### config.mk
export PLATFORM = sky130hd
export DESIGN_NAME = vrf_write_arbiter
export DESIGN_NICKNAME = d
export VERILOG_FILES = /design/src/rtl/vrf_write_arbiter.sv
export SDC_FILE = /design/constraint.sdc
export NUM_CORES = 1
export LEC_CHECK = 0
export BUFFER_PORTS_ARGS = -buffer_cell sky130_fd_sc_hd__buf_2
export CAP_MARGIN = 10
export CELL_PAD_IN_SITES_DETAIL_PLACEMENT = 0
export CELL_PAD_IN_SITES_GLOBAL_PLACEMENT = 1
export CORE_MARGIN = 2
export CORE_UTILIZATION = 45
export CTS_CLUSTER_SIZE = 28
export DETAILED_ROUTE_END_ITERATION = 10
export GPL_TIMING_DRIVEN = 0
export MAX_ROUTING_LAYER = met4
export PLACE_DENSITY = 0.88
export SYNTH_ARGS = -nofsm -noshare
export SYNTH_HDL_FRONTEND = slang
export SYNTH_SLANG_ARGS = --single-unit
### constraint.sdc
create_clock -name clk -period 3.95 [get_ports clk]
set_input_delay 0.5925 -clock clk [delete_from_list [all_inputs] [get_ports clk]]
set_output_delay 0.5925 -clock clk [all_outputs]
set_load 0.005 [all_outputs]
### src/rtl/vrf_write_arbiter.sv
// Merges execution writebacks and load returns onto the single VRF write port.
// Execution wins; displaced loads wait in a small in-order queue.
module vrf_write_arbiter #(
  parameter int DATA_WIDTH = 64,
  parameter int LQ_DEPTH   = 4
) (
  input  logic                          clk,
  input  logic                          rst,
  input  logic                          ex_we,
  input  logic [4:0]                    ex_dest,
  input  logic [DATA_WIDTH-1:0]         ex_data,
  input  logic                          ex_masked,
  input  logic [2:0]                    ex_sew,
  input  logic [DATA_WIDTH/8-1:0]       ex_mask,
  input  logic                          ld_valid,
  input  logic [4:0]                    ld_dest,
  input  logic [DATA_WIDTH-1:0]         ld_data,
  output logic                          ld_ready,
  output logic                          vrf_we,
  output logic [4:0]                    vrf_addr,
  output logic [DATA_WIDTH-1:0]         vrf_data,
  output logic [DATA_WIDTH/8-1:0]       vrf_be,
  output logic [$clog2(LQ_DEPTH+1)-1:0] lq_count,
  output logic                          lq_overflow
);
  localparam int NB = DATA_WIDTH / 8;
  localparam int PW = $clog2(LQ_DEPTH);
  localparam int CW = $clog2(LQ_DEPTH + 1);

  logic [LQ_DEPTH-1:0][4:0]            lq_dest_q;
  logic [LQ_DEPTH-1:0][DATA_WIDTH-1:0] lq_data_q;
  logic [PW-1:0]                       wr_ptr_q, rd_ptr_q;
  logic [CW-1:0]                       cnt_q, cnt_d;
  logic                                ovf_q;
  logic                                we_q, we_d;
  logic [4:0]                          addr_q, addr_d;
  logic [DATA_WIDTH-1:0]               data_q, data_d;
  logic [NB-1:0]                       be_q, be_d, ex_be;
  logic                                lq_empty, push, pop;

  assign lq_empty = (cnt_q == '0);
  assign ld_ready = (cnt_q < CW'(LQ_DEPTH)) | ~ex_we;
  // While a pop happens the load must go behind the queued ones, never around them.
  assign push     = ld_valid & ld_ready & (ex_we | ~lq_empty);
  assign pop      = ~ex_we & ~lq_empty;

  always_comb begin
    ex_be = '1;
    if (ex_masked && !ex_sew[2]) begin
      for (int b = 0; b < NB; b++) begin
        case (ex_sew[1:0])
          2'd0: ex_be[b] = ex_mask[b];
          2'd1: ex_be[b] = ex_mask[b/2];
          2'd2: ex_be[b] = ex_mask[b/4];
          2'd3: ex_be[b] = ex_mask[b/8];
        endcase
      end
    end
  end

  always_comb begin
    we_d   = 1'b0;
    addr_d = addr_q;
    data_d = data_q;
    be_d   = be_q;
    if (ex_we) begin
      we_d   = 1'b1;
      addr_d = ex_dest;
      data_d = ex_data;
      be_d   = ex_be;
    end else if (!lq_empty) begin
      we_d   = 1'b1;
      addr_d = lq_dest_q[rd_ptr_q];
      data_d = lq_data_q[rd_ptr_q];
      be_d   = '1;
    end else if (ld_valid) begin
      we_d   = 1'b1;
      addr_d = ld_dest;
      data_d = ld_data;
      be_d   = '1;
    end
  end

  always_comb begin
    cnt_d = cnt_q;
    case ({push, pop})
      2'b10:   cnt_d = cnt_q + CW'(1);
      2'b01:   cnt_d = cnt_q - CW'(1);
      default: cnt_d = cnt_q;
    endcase
  end

  always_ff @(posedge clk or posedge rst) begin
    if (rst) begin
      wr_ptr_q <= '0;
      rd_ptr_q <= '0;
      cnt_q    <= '0;
      ovf_q    <= 1'b0;
      we_q     <= 1'b0;
      addr_q   <= '0;
      data_q   <= '0;
      be_q     <= '0;
    end else begin
      if (push) wr_ptr_q <= wr_ptr_q + PW'(1);
      if (pop)  rd_ptr_q <= rd_ptr_q + PW'(1);
      cnt_q  <= cnt_d;
      ovf_q  <= ovf_q | (ld_valid & ~ld_ready);
      we_q   <= we_d;
      addr_q <= addr_d;
      data_q <= data_d;
      be_q   <= be_d;
    end
  end

  // Storage needs no reset: the pointers and count define what is live.
  always_ff @(posedge clk) begin
    if (push) begin
      lq_dest_q[wr_ptr_q] <= ld_dest;
      lq_data_q[wr_ptr_q] <= ld_data;
    end
  end

  assign vrf_we      = we_q;
  assign vrf_addr    = addr_q;
  assign vrf_data    = data_q;
  assign vrf_be      = be_q;
  assign lq_count    = cnt_q;
  assign lq_overflow = ovf_q;
endmodule

# Word-level counts from Yosys, hierarchy flattened
# Cells that the tools add are included.
[op_classes]
reduce_logical = 9
eq_ne = 6
n_bitwise = 10
n_addsub = 4
n_div = 0
magnitude_cmp = 4
shifts = 0
multipliers = 0
mux = 32
[op_table]
columns = ["op", "n"]
rows = [
  ["2-to-1 mux 64 bit", 5],
  ["bitwise mux 256 bit", 1],
  ["binary-select mux 64 bit (select 2 bit)", 1],
  ["demux 64 bit (select 2 bit)", 1],
  ["2-to-1 mux 8 bit", 4],
  ["2-to-1 mux 5 bit", 5],
  ["bitwise mux 20 bit", 1],
  ["one-hot mux 1 bit (4 select lines)", 4],
  ["binary-select mux 5 bit (select 2 bit)", 1],
  ["demux 5 bit (select 2 bit)", 1],
  ["equality test 2 bit (second input constant)", 3],
  ["less-than comparator 2 x 3 -> 1 bit (second input constant)", 2],
  ["one-hot mux 1 bit (3 select lines)", 2],
  ["one-hot mux 3 bit (2 select lines)", 1],
  ["adder 2 x 1 -> 2 bit (second input constant)", 2],
  ["bitwise AND 1 bit", 4],
  ["equality test 2 x 1 -> 1 bit (second input constant)", 2],
  ["2-to-1 mux 1 bit", 4],
  ["OR reduction 4 bit", 1],
  ["adder 3 x 1 -> 3 bit (second input constant)", 1],
  ["logical NOT 3 bit", 1],
  ["less-than comparator 3 bit (second input constant)", 1],
  ["!= test 3 bit (second input constant)", 1],
  ["NOT 1 bit", 3],
  ["other kinds (10)", 13],
]
[totals]
mem_bits_rw = 0
n_memories = 0
latch_bits = 0
register_bits = 362
mem_bits_ro = 0
word_cells = 81
in_bits = 154
out_inout_bits = 83

# Longest topological paths before layout
[depth]
word_depth = 6
depth_mapped = 11
ltp_nobuf = 9

# Worst setup path before layout
# OpenSTA, ideal clock, no wires.
[synth_timing]
kind = "input-to-reg"
start = "input ld_valid"
end = "register lq_data_q[0] in the netlist's numbering (enable)"
t_required_ps = 3515
slack_ps = 646
n_path_buf = 2
setup_ps = 435
stages = 4
arrival_ps = 2869
cell_sequence = "clkbuf_1 and3_1 clkbuf_1 and2_1"
[synth_between]
elab_chain_cells = 2
[synth_rtl]
columns = ["element", "line_no", "text"]
rows = [
  ["from (decl)", "15", "input logic ld_valid,"],
  ["bitwise AND 1 bit (2 in a row)", "44", "assign push = ld_valid & ld_ready & (ex_we | ~lq_empty);"],
  ["to (signal, indexed assignment)", "119", "lq_data_q[wr_ptr_q] <= ld_data;"],
  ["to (decl)", "31", "logic [LQ_DEPTH-1:0][DATA_WIDTH-1:0] lq_data_q;"],
]
# Every way passes these cells.
# A chain may end at the register's enable or synchronous reset.

# Final worst setup path
[layout_timing]
start = "register cnt_q[2] (netlist: lq_count[2])"
end = "register cnt_q[2] (netlist: lq_count[2])"
[layout_between]
elab_cells_between_ends = 14
classes_between = "add/sub: 2; order compare: 1; eq/ne: 2; mux: 1; bitwise: 6; reduce/logical: 2"
[layout_lines]
columns = ["element", "line_no", "text"]
rows = [
  ["from (decl)", "33", "logic [CW-1:0] cnt_q, cnt_d;"],
  ["from (signal assigned)", "106", "cnt_q <= cnt_d;"],
  ["logical NOT 3 bit *", "41", "assign lq_empty = (cnt_q == '0);"],
  ["NOT 1 bit *", "45", "assign pop = ~ex_we & ~lq_empty;"],
  ["bitwise AND 1 bit *", "45", ""],
  ["net pop", "39", "logic lq_empty, push, pop;"],
  ["equality test 2 x 1 -> 1 bit or equality test 2 bit (tied branches)", "86", "case ({push, pop})"],
  ["one-hot mux 3 bit (2 select lines) or nonzero test 2 bit (tied branches)", "n/a", ""],
]
# Mark *: on every way through the listed nets, which the timed path passes. The rest lies on a longest branch.

==> run summary <==
outcome - finished, final reports clean
CP max FO - 10
die height - 185.4 um
Post-Synth Adder-Cell Area - 0.005575
gp weighted congestion - 0.7902
Avg Synthesized Cell Area - 16.42 um^2
Seq/Total Area, Yosys - 0.7048
CTS H-tree depth - 2
Starting DRT DRC Count - 649
dpl hpwl - 23,900 um
clk sink count - 362
# DRC - 0
post-synthesis cell type count - 32
Post-CTS Resized - 0
pwr dens - 671.7 nW/um^2
TritonCTS clock tree - built
crit-path cells - or3_1 > nor2b_1 > clkbuf_1 > clkbuf_1 > ha_1 > inv_1 > fa_1 > xor2_1 > nor2_1 > xor2_1
Core Region - 32,450 um^2
CP Data Required Time - 4390 ps
final max-slew violation count - 0
mux contribution to synthesized area - 0.1077
CP bufs+invs - 3
Synth Area in Simple Gates - 0.08624
Via density - 5.418
met1 Track Usage GR - 0.2866
top cell type's share of synthesized area - 0.5595
P&R area growth vs syn - 21.51%
die area - 34,380 um^2
DR pass1 iterations - 5
worst hold path class - in2async
slowest stage delay, CP - 560 ps
number of synthesis warnings - 0
Peak supply drop - 307.5 uV
setup bufs post-CTS - 0
routed wire length - 36,660 um
I/O Buffers - 235
RSZ-0062 raised after global routing - no
xor-xnor portion of the synthesized cell area - 0.003548
type of origin of the critical path - flip-flop
delay-heaviest family, CP - buffers and inverters
Synth Area in Compound Gates - 0.07146
flop2flop setup slack - 880 ps
vias in the first global route - 9,424
Synth Register Bits - 362
share of cells above drive strength 1 - 0.3229
count of nets after finishing - 1,342
fmax - 326.0 MHz
synth top area cells - edfxtp_1 (56%), dfrtp_1 (15%), mux4_2 (10%), a22o_1 (4.1%), nor2b_1 (3.0%)
per-cell routed wire length - 22.05 um
Max Root-Sink Buffers - 3
mapped cell area - 14,810 um^2
Arr. time, crit path - 3500 ps
TritonCTS Buffers - 38
Yosys top cell by area - edfxtp_1
final hold violations - 0
Setup CP Type - reg2reg
max cap viols - 0
largest net degree at the start of global routing - 55
Max-slew headroom - 0.3033
Reg clk slew, reported paths - 60 ps
Syn Nets - 1,062
gr usage total - 0.2236
gr busiest metal - met2
first-pass GRT wire length - 55,090 um
Ports - 237
Synth Instances - 902
worst slew pin tran - 1045 ps
met3 usage in global routing - 0.05132
total grt overflow - 0
Critical Path Slowest Stage Cell - clkbuf_1
clock root cell - clkbuf_16
initial antenna violation count - 10
Final ANT Viol Nets - 0
min cycle time layout - 3068 ps
Lkg Pwr - 6.648 nW
power consumption - 12.09 mW
hold_buf cts - 0
met2 Resource Use GR - 0.3606
Worst Setup End Kind - flip-flop
period utilization - 0.7766
Worst Skew - 15.84 ps
Finished Layout Cells - 1,662
main combinational cell family by area after synthesis - multiplexers
Worst-Skew Late Latency - 530 ps
num rows - 66
routed vias - 9,004
placed cells - 1,584
Die W - 185.4 um
Final setup viols - 0
Starting Density - 0.4564
## report_power, final
group          switching [mW]  internal (mW)
clock network            1.43           2.21
logic                    1.65           1.50
registers               0.302           4.99
## cells in the final DEF, fill, tap and decap left out, types with 39 or more instances in the layout
| cell type | count |
|---|---|
| edfxtp_1 | 276 |
| buf_2 | 246 |
| dfrtp_1 | 86 |
| nor2b_1 | 71 |
| or3_1 | 70 |
| nand2_1 | 70 |
| o21ai_0 | 69 |
| a22o_1 | 69 |
| mux4_2 | 69 |
| clkbuf_1 | 57 |
| clkbuf_16 | 39 |
## flip-flops by register name, indices dropped and copies added (netlist names)
register and cells:
rd_ptr_q 2, vrf_we 1, wr_ptr_q 2, lq_data_q 256, lq_count 3, vrf_be 8, vrf_data 64, vrf_addr 5
lq_overflow 1, lq_dest_q 20
## stage by stage
step	setup WS, ps	setup TNS [ps]	util	hold slack, ps	instance area (um^2)
floorplan	646.2	0	-	466.3	14810
global placement	-1177	-349760	0.5097	451.4	16540
detailed placement	728.6	0	0.5143	456.8	16690
CTS	839.4	0	0.5539	92.76	17980
global route	681.7	0	0.5546	122.6	18000
finish	882.3	0	0.5546	87.84	18000
## layer usage
metal / vias to the layer above / wire [um] / share of wire
li1: 4070 / - / -
met1: 4516 / 15050 / 0.41
met2: 356 / 17850 / 0.49
met3: 62 / 2848 / 0.078
met4: 0 / 907 / 0.025
met5: - / 0 / 0
## final timing paths
path,start,endpoint,depth (start not counted)
setup / recovery,lq_count[2],lq_count[2],10
hold / removal,rst,vrf_data[33],2
setup reg to reg,lq_count[2],lq_count[2],10
hold reg to reg,lq_overflow,lq_overflow,1
max in group asynchronous,rst,vrf_data[38],3
min in group clk,ld_data[17],lq_data_q[145],1
## cells by family (layout without fill, tap and decap cells)
group           after synthesis  count (layout)
simple gates                231             231
mux                          73              73
compound gates              152             152
xor+xnor                      6               6
other cells                   0               9
flops                       362             362
buf+inv                      72             381
fa+ha+maj                     6               6
## layout make-up
cell class / count / area (um^2)
clock buffer: 54 / 1102
fill: 2660 / 14450
clock inverter: 15 / 182.7
tap: 442 / 553.0
multi-input combinational: 468 / 4076
sequential: 362 / 10440
inverter: 8 / 32.53
buffer: 64 / 276.5
timing repair buffer: 240 / 1314
antenna: 9 / 22.52
## cells in the mapped netlist, drive strengths merged
library cell,number
a21oi,3
a22o,69
a2bb2oi,1
a31o,1
and2,8
and3,1
and3b,1
buf,15
clkbuf,49
dfrtp,86
edfxtp,276
fa,1
ha,5
inv,8
mux2,1
mux2i,3
mux4,69
nand2,70
nand2b,2
nand3b,4
nor2,2
nor2b,71
o211ai,2
o21ai,69
o22a,7
or2,1
or3,70
or4,1
xnor2,3
xor2,3
No activity file was read; power rests on OpenSTA's default activity.
